**config.mk**
```make
export PLATFORM = sky130hd
export DESIGN_NAME = dphy_hs_byte_aligner
export DESIGN_NICKNAME = d
export VERILOG_FILES = /design/src/rtl/dphy_align_pkg.sv /design/src/rtl/sync_offset_encoder.sv /design/src/rtl/dphy_hs_byte_aligner.sv
export SDC_FILE = /design/constraint.sdc
export NUM_CORES = 1
export LEC_CHECK = 0
export CAP_MARGIN = 20
export CORE_ASPECT_RATIO = 0.6
export CORE_MARGIN = 2
export CORE_UTILIZATION = 45
export DETAILED_ROUTE_END_ITERATION = 10
export MAX_ROUTING_LAYER = met4
export PLACE_DENSITY = 0.77
export SYNTH_ARGS = -nofsm -noshare
export SYNTH_HDL_FRONTEND = slang
export SYNTH_SLANG_ARGS = --single-unit
```
**constraint.sdc**
```tcl
create_clock -name clk -period 1.8 [get_ports clk]
set_input_delay 0.36 -clock clk [delete_from_list [all_inputs] [get_ports clk]]
set_output_delay 0.36 -clock clk [all_outputs]
set_load 0.005 [all_outputs]
```
**src/rtl/dphy_align_pkg.sv**
```systemverilog
// Shared types and constants for the D-PHY HS byte aligner.
package dphy_align_pkg;

    // Aligner state machine
    typedef enum logic [1:0] {
        StIdle,
        StHunt,
        StLocked,
        StErr
    } align_state_e;

    // HS sync byte as it appears after LSB-first deserialization
    localparam logic [7:0] SyncByteDefault = 8'hB8;

    // Width of the bit-offset field (offsets 0..8)
    localparam int unsigned OffsetW = 4;

endpackage

```
**src/rtl/sync_offset_encoder.sv**
```systemverilog
// Lowest-index priority encoder for the 9-position sync match vector.
module sync_offset_encoder
    import dphy_align_pkg::*;
(
    input  logic [8:0]         match,
    output logic [OffsetW-1:0] offset,
    output logic               found
);

    // Scan from the top down so the lowest set position is the last one written
    always_comb begin
        found  = |match;
        offset = '0;
        for (int k = 8; k >= 0; k--) begin
            if (match[k]) begin
                offset = OffsetW'(k);
            end
        end
    end

endmodule

```
**src/rtl/dphy_hs_byte_aligner.sv**
```systemverilog
// Finds the HS sync byte at any bit offset in the raw byte stream, locks that
// offset and emits aligned payload bytes until the lane leaves HS.
module dphy_hs_byte_aligner
    import dphy_align_pkg::*;
#(
    parameter logic [7:0]  SYNC_BYTE    = SyncByteDefault,
    parameter int unsigned SYNC_TIMEOUT = 32,
    parameter int unsigned TMO_W        = 6
) (
    input  logic               clk,
    input  logic               rst,
    input  logic               hs_active,
    input  logic [7:0]         byte_in,
    input  logic               byte_in_valid,
    output logic [7:0]         data_out,
    output logic               data_valid,
    output logic               locked,
    output logic [OffsetW-1:0] offset,
    output logic               sync_found,
    output logic               sync_err,
    output logic               hs_end
);

    align_state_e       state_q;
    logic [7:0]         prev_byte_q;
    logic [TMO_W-1:0]   tmo_cnt_q;
    logic [15:0]        win;
    logic [15:0]        win_shifted;
    logic [8:0]         match;
    logic [OffsetW-1:0] enc_offset;
    logic               enc_found;

    // Two-byte window: earlier byte in the low half, so bit 0 is oldest
    always_comb begin
        win         = {byte_in, prev_byte_q};
        win_shifted = win >> offset;
        for (int k = 0; k < 9; k++) begin
            match[k] = (win[k +: 8] == SYNC_BYTE);
        end
    end

    sync_offset_encoder u_encoder (
        .match  (match),
        .offset (enc_offset),
        .found  (enc_found)
    );

    // Aligner FSM with registered outputs; pulses default low every cycle
    always_ff @(posedge clk) begin
        if (rst) begin
            state_q     <= StIdle;
            prev_byte_q <= '0;
            tmo_cnt_q   <= '0;
            data_out    <= '0;
            data_valid  <= 1'b0;
            locked      <= 1'b0;
            offset      <= '0;
            sync_found  <= 1'b0;
            sync_err    <= 1'b0;
            hs_end      <= 1'b0;
        end else begin
            data_valid <= 1'b0;
            sync_found <= 1'b0;
            sync_err   <= 1'b0;
            hs_end     <= 1'b0;
            if (!hs_active) begin
                // Leaving HS overrides everything, including a byte on this cycle
                state_q   <= StIdle;
                locked    <= 1'b0;
                offset    <= '0;
                tmo_cnt_q <= '0;
                hs_end    <= (state_q == StLocked);
            end else begin
                unique case (state_q)
                    StIdle: begin
                        // Clearing the window makes the leading HS-zero bits implicit
                        state_q     <= StHunt;
                        prev_byte_q <= '0;
                        tmo_cnt_q   <= '0;
                    end
                    StHunt: begin
                        if (byte_in_valid) begin
                            prev_byte_q <= byte_in;
                            // Lock takes priority over a coincident timeout
                            if (enc_found) begin
                                offset     <= enc_offset;
                                locked     <= 1'b1;
                                sync_found <= 1'b1;
                                tmo_cnt_q  <= '0;
                                state_q    <= StLocked;
                            end else if (tmo_cnt_q == TMO_W'(SYNC_TIMEOUT - 1)) begin
                                sync_err <= 1'b1;
                                state_q  <= StErr;
                            end else begin
                                tmo_cnt_q <= tmo_cnt_q + 1'b1;
                            end
                        end
                    end
                    StLocked: begin
                        // No re-hunt mid-burst: the match vector is ignored here
                        if (byte_in_valid) begin
                            prev_byte_q <= byte_in;
                            data_out    <= win_shifted[7:0];
                            data_valid  <= 1'b1;
                        end
                    end
                    StErr: begin
                        if (byte_in_valid) begin
                            prev_byte_q <= byte_in;
                        end
                    end
                    default: state_q <= StIdle;
                endcase
            end
        end
    end

endmodule

```
### After elaboration in Yosys (flattened, before gate mapping)

Index checks and enable logic that the tools add are counted.

* latch bits: 0
* bits of input ports: 12
* memories kept: 0
* RAM bits: 0
* ROM bits: 0
* bits in registers: 33

* $add $sub $neg: 1
* shift-type cells: 1
* equal/unequal tests: 17
* multipliers: 0
* muxes and demuxes: 22
* magnitude comparators: 0
* reduce and logical (&&, ||, !) cells: 14
* bitwise logic cells: 4
* div/mod/pow operators: 0

Operator list (count)
* $eq 8x8->1 const B: 9
* $mux 4: 9
* $mux 6: 3
* $pmux 8 s2: 1
* $shr 16x4->8: 1
* $reduce_or 13->1: 1
* $pmux 6 s2: 1
* $reduce_and 3->1: 4
* $reduce_or 9->1: 1
* $mux 8: 1
* $add 6x1->6 const B: 1
* $eq 6x5->1 const B: 1
* $mux 2: 3
* $ne 3x3->1 const B: 2
* $reduce_or 3->1: 2
* $eq 2x2->1 const B: 2
* $not 1->1: 4
* $pmux 2 s2: 1
* $reduce_or 2->1: 2
* $reduce_or 4->1: 1
* $mux 1: 3
* $eq 2x1->1 const B: 1
* $logic_not 2->1: 1
* $ne 2x1->1 const B: 1
* other kinds (3): 3

### Longest topological paths before layout

Gate-level depths: netlist of the first run.

* depth after elaboration: 10
* mapped depth: 7
* gate-level depth less buffers: 6

### Cells and area by module

From an unflattened synthesis of the first run, not the netlist that was laid out.

* cell total of the unflattened synthesis: 246
* area, all modules: 2259.7 um2

By module, submodules not included
* dphy_hs_byte_aligner: cells each 232, area an instance 2163.3 um2, instances 1
* sync_offset_encoder: cells each 14, area an instance 96.3 um2, instances 1

### Least setup slack after synthesis of the first run

Ideal clock, no wire load.

* path type: register -> register
* from: reg offset[0]
* to: reg data_out[0]
* stages on the path, launching flop included: 7
* period minus slack after synthesis: 1.816 ns
* path slack: -0.016 ns
* arrival time: 1.702 ns
* library setup time: 0.114 ns
* cells stage by stage: dfxtp_1 > buf_6 > buf_12 > mux4_1 > mux4_2 > nor2_1 > nor2_1

* cells in the longest elaborated chain, start to end: 1

Ends and longest elaborated chain
* start, declared: line dphy_hs_byte_aligner.sv:18 `output logic [OffsetW-1:0] offset,`
* start signal, assigned: line dphy_hs_byte_aligner.sv:86 `offset <= enc_offset;`
* $shr 16x4->8: line dphy_hs_byte_aligner.sv:36 `win_shifted = win >> offset;`
* end signal, assigned: line dphy_hs_byte_aligner.sv:103 `data_out <= win_shifted[7:0];`
* end, declared: line dphy_hs_byte_aligner.sv:15 `output logic [7:0] data_out,`

No other way between the ends.
A chain may end at the register's enable or synchronous reset.

### Worst setup path in the final report of the first run

Same ends and word-level chain as after synthesis.

==> results of run 1 <==
==> layer usage <==
| metal | GRT usage | routed length (um) | up-vias | part of all wire |
|---|---|---|---|---|
| li1 | - | - | 998 | - |
| met2 | 0.320 | 2620 | 124 | 0.42 |
| met1 | 0.335 | 2920 | 1002 | 0.46 |
| met5 | - | 0 | - | 0 |
| met3 | 0.0922 | 676 | 14 | 0.11 |
| met4 | 0.0683 | 77 | 0 | 0.012 |
==> power by group through the flow <==
stage	registers [mW]	logic [mW]	clock network, mW
6_report	0.740	0.180	0.569
5_1_grt	0.740	0.191	0.620
4_1_cts	0.741	0.164	0.584
3_5_place_dp	0.759	0.167	0
3_3_place_gp	0.759	0.162	0
2_1_floorplan	0.754	0.0831	0
==> flip-flops by register name, summed over array words and instances, names as in the netlist <==
register	count
sync_found	1
hs_end	1
tmo_cnt_q	6
offset	4
data_out	8
prev_byte_q	8
state_q	2
sync_err	1
data_valid	1
locked	1
==> final timing paths <==
| path | depth (start not counted) | end | slack [ns] |
|---|---|---|---|
| hold reg to reg | 2 | data_out[3] | 0.46 |
| setup reg to reg | 5 | data_out[0] | 0.02 |
| hold / removal | 2 | data_out[3] | 0.46 |
| setup / recovery | 5 | data_out[0] | 0.02 |
==> critical path, cell delays in order, from the launching register on <==
cell and delay [ns]:
dfxtp_4 0.37, buf_8 0.13, mux4_2 0.54, mux4_2 0.49, nor2_2 0.09, nor2_1 0.05
==> final cells by class <==
cell class / instances / area (um2)
fillers: 401 / 1700
repair buffers: 68 / 579
multi-input cells: 174 / 1510
well taps: 63 / 78.8
flip-flops and latches: 33 / 676
clock inverters: 3 / 22.5
inverters: 7 / 26.3
clock buffers: 5 / 68.8
==> per-stage QoR <==
stage | worst slack (ns) | util | power, mW | instances | setup TNS, ns
after floorplan | 0.0126 | - | 0.837 | 229 | 0
after global placement | -0.514 | 0.588 | 0.921 | 340 | -9.67
after detailed placement | -0.601 | 0.588 | 0.926 | 340 | -11.35
after CTS | -0.00789 | 0.614 | 1.49 | 351 | -0.0316
after global routing | -0.0461 | 0.635 | 1.55 | 353 | -0.120
final | 0.0187 | 0.635 | 1.49 | 353 | 0
==> placed cells by master, fill, tap and decap left out, types with 4 or more instances in the layout <==
cell type,count
clkbuf_8,5
clkdlybuf4s50_1,19
a31oi_1,4
nand2b_1,4
clkbuf_2,5
o21bai_1,4
a21oi_1,12
nor3_1,6
nor2_1,25
and3_1,6
buf_4,37
dfxtp_1,27
nand2_1,15
and4bb_2,10
a22oi_1,10
o21ai_0,4
a211oi_1,5
mux4_2,14
inv_1,7
==> timing repair <==
item / 4_1_cts / 5_1_grt
resized for setup: 21 / 42
endpoints found under the setup margin: 21 / 13
pin swaps: 2 / 4
setup buffers: 3 / 2
==> cells by family (layout without fill, tap and decap cells) <==
kind of cell | count (synthesis) | count (layout) | share of synthesized area
compound gates | 55 | 55 | 0.175
flops | 33 | 33 | 0.299
mux | 20 | 20 | 0.198
buf+inv | 22 | 83 | 0.0543
simple gates | 98 | 98 | 0.268
fa+ha+maj | 1 | 1 | 0.00566
==> flow_summary.ini, run 1 <==
[status]
status = finished clean

[run]
max-cap-violations = 0

[synth]
synth-seq-cells = 33
avgSynthCellArea_um2 = 9.65
syn-num-nets = 242
synthArstFlopShare = 0
synth_edf_count = 0
synthCells = 229
yosys.area.top_type = dfxtp_1
seq_area_frac_synth = 0.299
synth-warning-count = 0
yosysTopAreaCellShare = 0.299
synth_ff_type = dfxtp_1
synthTopCellsByCount = dfxtp_1 (33), nor2_1 (29), nand2_1 (16)
synth.distinct_cells = 47
synthTopCellsByArea = dfxtp_1 (30%), mux4_1 (12%), mux4_2 (6.1%)
synth_most_common_cell = dfxtp_1
synth_area_um2 = 2210

[clock_tree]
cts_root_buf = clkbuf_8
clock-sinks = 33
cts_max_level = 2
clk_latency_ns = 0.30
cts.clk_slew.worst_paths_ns = 0.08
cts_tree = yes
cts_buffer_depth = 2
cts-buffers-inserted = 5
hold_buffers = 0

[route]
wl_per_cell_um = 17.9
firstDrtPassIters = 5
routed_wirelength_mm = 6.30
drtIter0Drc = 215
drt-vias-per-instance = 6.06
drc = 0
via_count = 2138
antenna_left = 0

[sta]
slew_viol_final = 0
rsz0062_at_grt = yes
relSlewSlack = 0.579
fin_crit_sh = 0.990
tightest_slew_ns = 0.627
hold_viol = 0
hold_slack_ns = 0.457
finalClockSkew_ns = 0.00862
setup_violations = 0
period_needed_ns = 1.78
max_freq_mhz = 561

[setup_path]
crit_required_ns = 1.99
critPathCaptureType = register
worstSetupStartpointType = register
reg2reg_from = offset[0]
startpoint = offset[0]
critical_path_class = reg2reg
crit_path_max_fanout = 6
critPathArrivalTime_ns = 1.97

[power_and_ir_drop]
seqPwrFrac = 0.497
cellPowerDensity_nw_per_um2 = 503
ir_drop_v = 0.000332
intPower_mw = 1.09
switching_share = 0.268
combinationalPowerShare = 0.121
power_frac_clock = 0.382
power.net_switching_uw = 399
p_leak_nw = 1.10

[placed_design]
post_dp_cell_area_um2 = 2740
routabilityCongestion = 0.917
dpl.hpwl_mm = 4.49
io_buffer_count = 28

[final_layout]
syn2layout_area_growth_pct = 33.9
drive_above_1_share = 0.369
antenna_cells = 0
stdcell_area_um2 = 2960
nets = 302

[die]
core_area_um2 = 4660
std_cell_rows = 19
fp.dieW_um = 94.5
die_height_um = 58.3
dieArea_um2 = 5510
num_io_pins = 29
initial_utilization = 0.474

[grt]
antenna_found_initial = 0
grt_max_degree = 20
grt_pass1_vias = 1931
grt_overflow = 0
grt_use_total = 0.239
grt_pass1_wl_mm = 9.65

[hold_path]
worst_hold_path_type = reg2reg
hp-start = data_out[3]
Note: power is estimated with default switching activity, not from simulation.
==> run 2: changes to the inputs <==
--- a/config.mk
+++ b/config.mk
@@ -14,4 +14,5 @@
 export PLACE_DENSITY = 0.77
 export SYNTH_ARGS = -nofsm -noshare
 export SYNTH_HDL_FRONTEND = slang
+export SYNTH_HIERARCHICAL = 1
 export SYNTH_SLANG_ARGS = --single-unit
==> flow_summary.ini, run 2 <==
[final_layout]
syn2layout_area_growth_pct = 49.0
nets = 335
antenna_cells = 0
stdcell_area_um2 = 3370
layout_commonest_cell = buf_4
final_cells = 386
mostFrequentLayoutCells = buf_4 (56), nor2_1 (25), dfxtp_1 (24), mux2i_1 (22), clkdlybuf4s50_1 (21)
top_regs = data_out: 8 flops, prev_byte_q: 8 flops, tmo_cnt_q: 6 flops
drive_above_1_share = 0.387

[power_and_ir_drop]
p_leak_nw = 1.21
total_power_mw = 1.57
cellPowerDensity_nw_per_um2 = 467
ir_drop_v = 0.000504

[sta]
slew_viol_final = 0
fin_crit_sh = 1.27
fin_ws_ns = -0.479
max_freq_mhz = 439
finalClockSkew_ns = 0.00771
setup_violations = 16
setup-tns-final_ns = -5.11
rsz0062_at_grt = yes
hold_viol = 0
period_needed_ns = 2.28
tightest_slew_ns = 0.708
relSlewSlack = 0.525

[run]
max-cap-violations = 0

[route]
wl_met2_mm = 3.18
drc = 0
met1Wirelength_mm = 3.41
firstDrtPassIters = 5
topRoutingLayerUsed = met4
drtIter0Drc = 205
antenna_left = 0
wl_met3_um = 661
wl_per_cell_um = 19.1
via_count = 2390
routed_wirelength_mm = 7.38
drt-vias-per-instance = 6.19

[status]
status = complete, but fails checks
violations = setup timing

[clock_tree]
cts_max_level = 2
cts-buffers-inserted = 5
clock-sinks = 33
clk_latency_ns = 0.30
cts_tree = yes
cts_root_buf = clkbuf_8
hold_buffers = 0
cts_buffer_depth = 2
cts.clk_slew.worst_paths_ns = 0.08

[grt]
grt_pass1_wl_mm = 11.7
grt_use_total = 0.286
grt_max_degree = 26
grt_overflow = 0
grt_pass1_vias = 2252
antenna_found_initial = 0

[die]
num_io_pins = 29
std_cell_rows = 19
core_area_um2 = 4710
fp.dieW_um = 95.5
dieArea_um2 = 5620
die_height_um = 58.9
initial_utilization = 0.480

[setup_path]
rr_worst_depth = 7
crit_required_ns = 2.01
crit_path_max_fanout = 6
critical_path_class = reg2reg
critPathArrivalTime_ns = 2.49
worstSetupStartpointType = register
critPathCaptureType = register

[synth]
synth.distinct_cells = 46
synthTopCellsByCount = dfxtp_1 (33), nor2_1 (27), mux2i_1 (22)
avgSynthCellArea_um2 = 9.19
synthTopCellsByArea = dfxtp_1 (29%), mux2i_1 (9.7%), mux4_2 (8.0%)
synth-seq-cells = 33
synth_most_common_cell = dfxtp_1
synthArstFlopShare = 0
synth_ff_type = dfxtp_1
synth_area_um2 = 2260
synthCells = 246
seq_area_frac_synth = 0.292
synth-warning-count = 6
yosys.area.top_type = dfxtp_1
syn-num-nets = 259
synth_edf_count = 0
yosysTopAreaCellShare = 0.292

[placed_design]
io_buffer_count = 28
routabilityCongestion = 0.966
post_dp_cell_area_um2 = 3000
dpl.hpwl_mm = 5.09
dp_cells = 368

[hold_path]
hold_depth = 2
worst_hold_path_type = reg2reg
==> run 2: path summary, 6_finish.rpt <==
check / start / end / slack, ns
min: locked / locked / 0.46
max: prev_byte_q[5] / tmo_cnt_q[4] / -0.48
max reg2reg: prev_byte_q[5] / tmo_cnt_q[4] / -0.48
min reg2reg: locked / locked / 0.46
==> run 2: critical path: stages, from the launching register on <==
cell,delay [ns]
dfxtp_4,0.42
nand4bb_4,0.18
nor3_4,0.06
nor4_2,0.31
nand3b_1,0.16
or3b_4,0.41
o311a_4,0.40
a311oi_1,0.26
==> run 2: area by class of cell <==
type | instances | area (um2)
clock buffer | 5 | 68.8
clock inverter | 3 | 17.5
fill | 339 | 1340
inverter | 3 | 11.3
multi-input combinational | 188 | 1730
sequential | 33 | 682
tap | 63 | 78.8
timing repair buffer | 91 | 779
==> run 2: power by group <==
part | internal [mW] | switching [mW] | leakage [nW] | total, mW
Clock | 0.267 | 0.311 | 0.0439 | 0.578
Combinational | 0.126 | 0.129 | 0.894 | 0.255
Sequential | 0.731 | 0.00886 | 0.272 | 0.740
==> run 2: timing repair <==
action	in CTS	in global routing
resized for setup	45	17
buffers inserted	10	3
pin swaps	8	9
setup endpoints to repair	21	22
==> run 2: stage by stage <==
| stage | hold WS [ns] | setup WS [ns] | utilization |
|---|---|---|---|
| 3_3_place_gp | 0.437 | -1.00 | 0.638 |
| 4_1_cts | 0.454 | -0.457 | 0.700 |
| 3_5_place_dp | 0.447 | -1.10 | 0.638 |
| 6_report | 0.457 | -0.479 | 0.715 |
| 2_1_floorplan | 0.432 | -0.398 | - |
| 5_1_grt | 0.488 | -0.598 | 0.715 |
==> run 2: kinds of logic after synthesis <==
family / after synthesis / synth area share
AO/OA/AOI/OAI: 49 / 0.155
adder cells (fa/ha/maj): 1 / 0.00554
buffers and inverters: 25 / 0.0548
flip-flops: 33 / 0.292
multiplexers: 33 / 0.212
AND/OR/NAND/NOR: 105 / 0.280
==> run 2: per-layer routing <==
layer  vias to the layer above  track usage
met5                         -            -
met4                         0        0.100
met3                        16       0.0858
met2                       132        0.389
met1                      1149        0.402
li1                       1093            -
==> run 3: changes to the inputs <==
--- a/config.mk
+++ b/config.mk
@@ -10,8 +10,7 @@
 export CORE_MARGIN = 2
 export CORE_UTILIZATION = 45
 export DETAILED_ROUTE_END_ITERATION = 10
-export MAX_ROUTING_LAYER = met4
-export PLACE_DENSITY = 0.77
+export PLACE_DENSITY_LB_ADDON = 0.05
 export SYNTH_ARGS = -nofsm -noshare
 export SYNTH_HDL_FRONTEND = slang
 export SYNTH_HIERARCHICAL = 1
==> flow_summary.ini, run 3 (synthesized netlist as in run 2, its figures left out) <==
[status]
status = complete, but fails checks
violations = setup timing

[final_layout]
layout_commonest_cell = buf_4
drive_above_1_share = 0.400
nets = 342
antenna_cells = 0
mostFrequentLayoutCells = buf_4 (58), dfxtp_1 (27), nor2_1 (25), mux2i_1 (21), clkdlybuf4s50_1 (21)
top_regs = data_out: 8 flops, prev_byte_q: 8 flops, tmo_cnt_q: 6 flops
syn2layout_area_growth_pct = 54.7

[sta]
rsz0062_at_grt = yes
max_freq_mhz = 446
relSlewSlack = 0.511
setup_violations = 16
hold_viol = 0
finalClockSkew_ns = 0.00910
tightest_slew_ns = 0.729
fin_ws_ns = -0.445
slew_viol_final = 0
period_needed_ns = 2.24
fin_crit_sh = 1.25
setup-tns-final_ns = -4.68

[clock_tree]
cts_max_level = 2
cts_buffer_depth = 2
cts.clk_slew.worst_paths_ns = 0.08
cts_root_buf = clkbuf_8
cts-buffers-inserted = 5
cts_tree = yes
clock-sinks = 33
hold_buffers = 0
clk_latency_ns = 0.29

[setup_path]
critical_path_class = reg2reg
crit_required_ns = 2.00
critPathArrivalTime_ns = 2.44
worstSetupStartpointType = register
critPathCaptureType = register
crit_path_max_fanout = 6

[power_and_ir_drop]
combinationalPowerShare = 0.163
seqPwrFrac = 0.448
power.net_switching_uw = 439
p_leak_nw = 1.29
cellPowerDensity_nw_per_um2 = 474
power_frac_clock = 0.389
intPower_mw = 1.22
ir_drop_v = 0.000304
switching_share = 0.265

[placed_design]
pre_cts_ws_ns = -1.08
io_buffer_count = 28
routabilityCongestion = 0.902
dpl.hpwl_mm = 5.07

[die]
fp.dieW_um = 95.5
std_cell_rows = 19
die_height_um = 58.9
initial_utilization = 0.480
core_area_um2 = 4710
dieArea_um2 = 5620
num_io_pins = 29

[route]
routed_wirelength_mm = 7.36
wl_per_cell_um = 18.7
antenna_left = 0
drc = 0
firstDrtPassIters = 5
via_count = 2344
drtIter0Drc = 305
drt-vias-per-instance = 5.96

[grt]
gr-usage-met3 = 0.0499
grt_pass1_wl_mm = 11.3
grt_use_met1 = 0.411
top_usage_layer = met1
grt_use_total = 0.267
grt_pass1_vias = 2143
antenna_found_initial = 0
grt_overflow = 0
grt_max_degree = 26
use_met2 = 0.394

[hold_path]
worst_hold_path_type = reg2reg

[run]
max-cap-violations = 0
==> run 3: final timing paths <==
path | from | to | slack (ns) | cells past startpoint
max | prev_byte_q[7] | tmo_cnt_q[5] | -0.44 | 8
min reg2reg | locked | locked | 0.46 | 2
max reg2reg | prev_byte_q[7] | tmo_cnt_q[5] | -0.44 | 8
min | locked | locked | 0.46 | 2
==> run 3: repair_timing <==
| action | 4_1_cts | 5_1_grt |
|---|---|---|
| endpoints found under the hold margin | 0 | 0 |
| pin swaps | 14 | 12 |
| buffers inserted | 8 | 3 |
| setup endpoints to repair | 19 | 27 |
| gates resized for setup | 40 | 24 |
==> run 3: area by class of cell <==
cell class / instances / area, um2
inverters: 3 / 11.3
multi-input cells: 188 / 1780
repair buffers: 98 / 850
clock buffers: 7 / 96.3
well taps: 63 / 78.8
flip-flops and latches: 33 / 673
clock inverters: 1 / 5.00
fillers: 328 / 1210
==> run 3: critical path, stage by stage, from the launching register on <==
cell and delay (ns):
dfxtp_4 0.37, buf_6 0.13, nand4bb_4 0.10, nor4b_4 0.07, nor4_4 0.30, nand3b_1 0.16
or3b_4 0.41, o311a_4 0.36, a311oi_1 0.26
==> run 3: layer usage <==
metal	vias to the layer above	wire length, um
met2	111	3170
met3	8	529
li1	1112	-
met1	1113	3600
met5	-	0
met4	0	63
==> run 3: power groups by stage <==
stage / Sequential (mW) / Clock (mW) / Combinational [mW]
floorplan: 0.758 / 0 / 0.117
global placement: 0.759 / 0 / 0.220
detailed placement: 0.759 / 0 / 0.221
CTS: 0.742 / 0.639 / 0.247
global route: 0.743 / 0.668 / 0.283
finish: 0.742 / 0.644 / 0.270
==> run 3: through the flow <==
| stage | power [mW] | hold WS [ns] | std cells | instance area, um2 | utilization |
|---|---|---|---|---|---|
| global placement | 0.979 | 0.439 | 375 | 3070 | 0.652 |
| CTS | 1.63 | 0.463 | 390 | 3400 | 0.722 |
| global route | 1.69 | 0.481 | 393 | 3490 | 0.742 |
| floorplan | 0.875 | 0.432 | 246 | 2390 | - |
| finish | 1.66 | 0.460 | 393 | 3490 | 0.742 |
| detailed placement | 0.980 | 0.449 | 375 | 3070 | 0.652 |
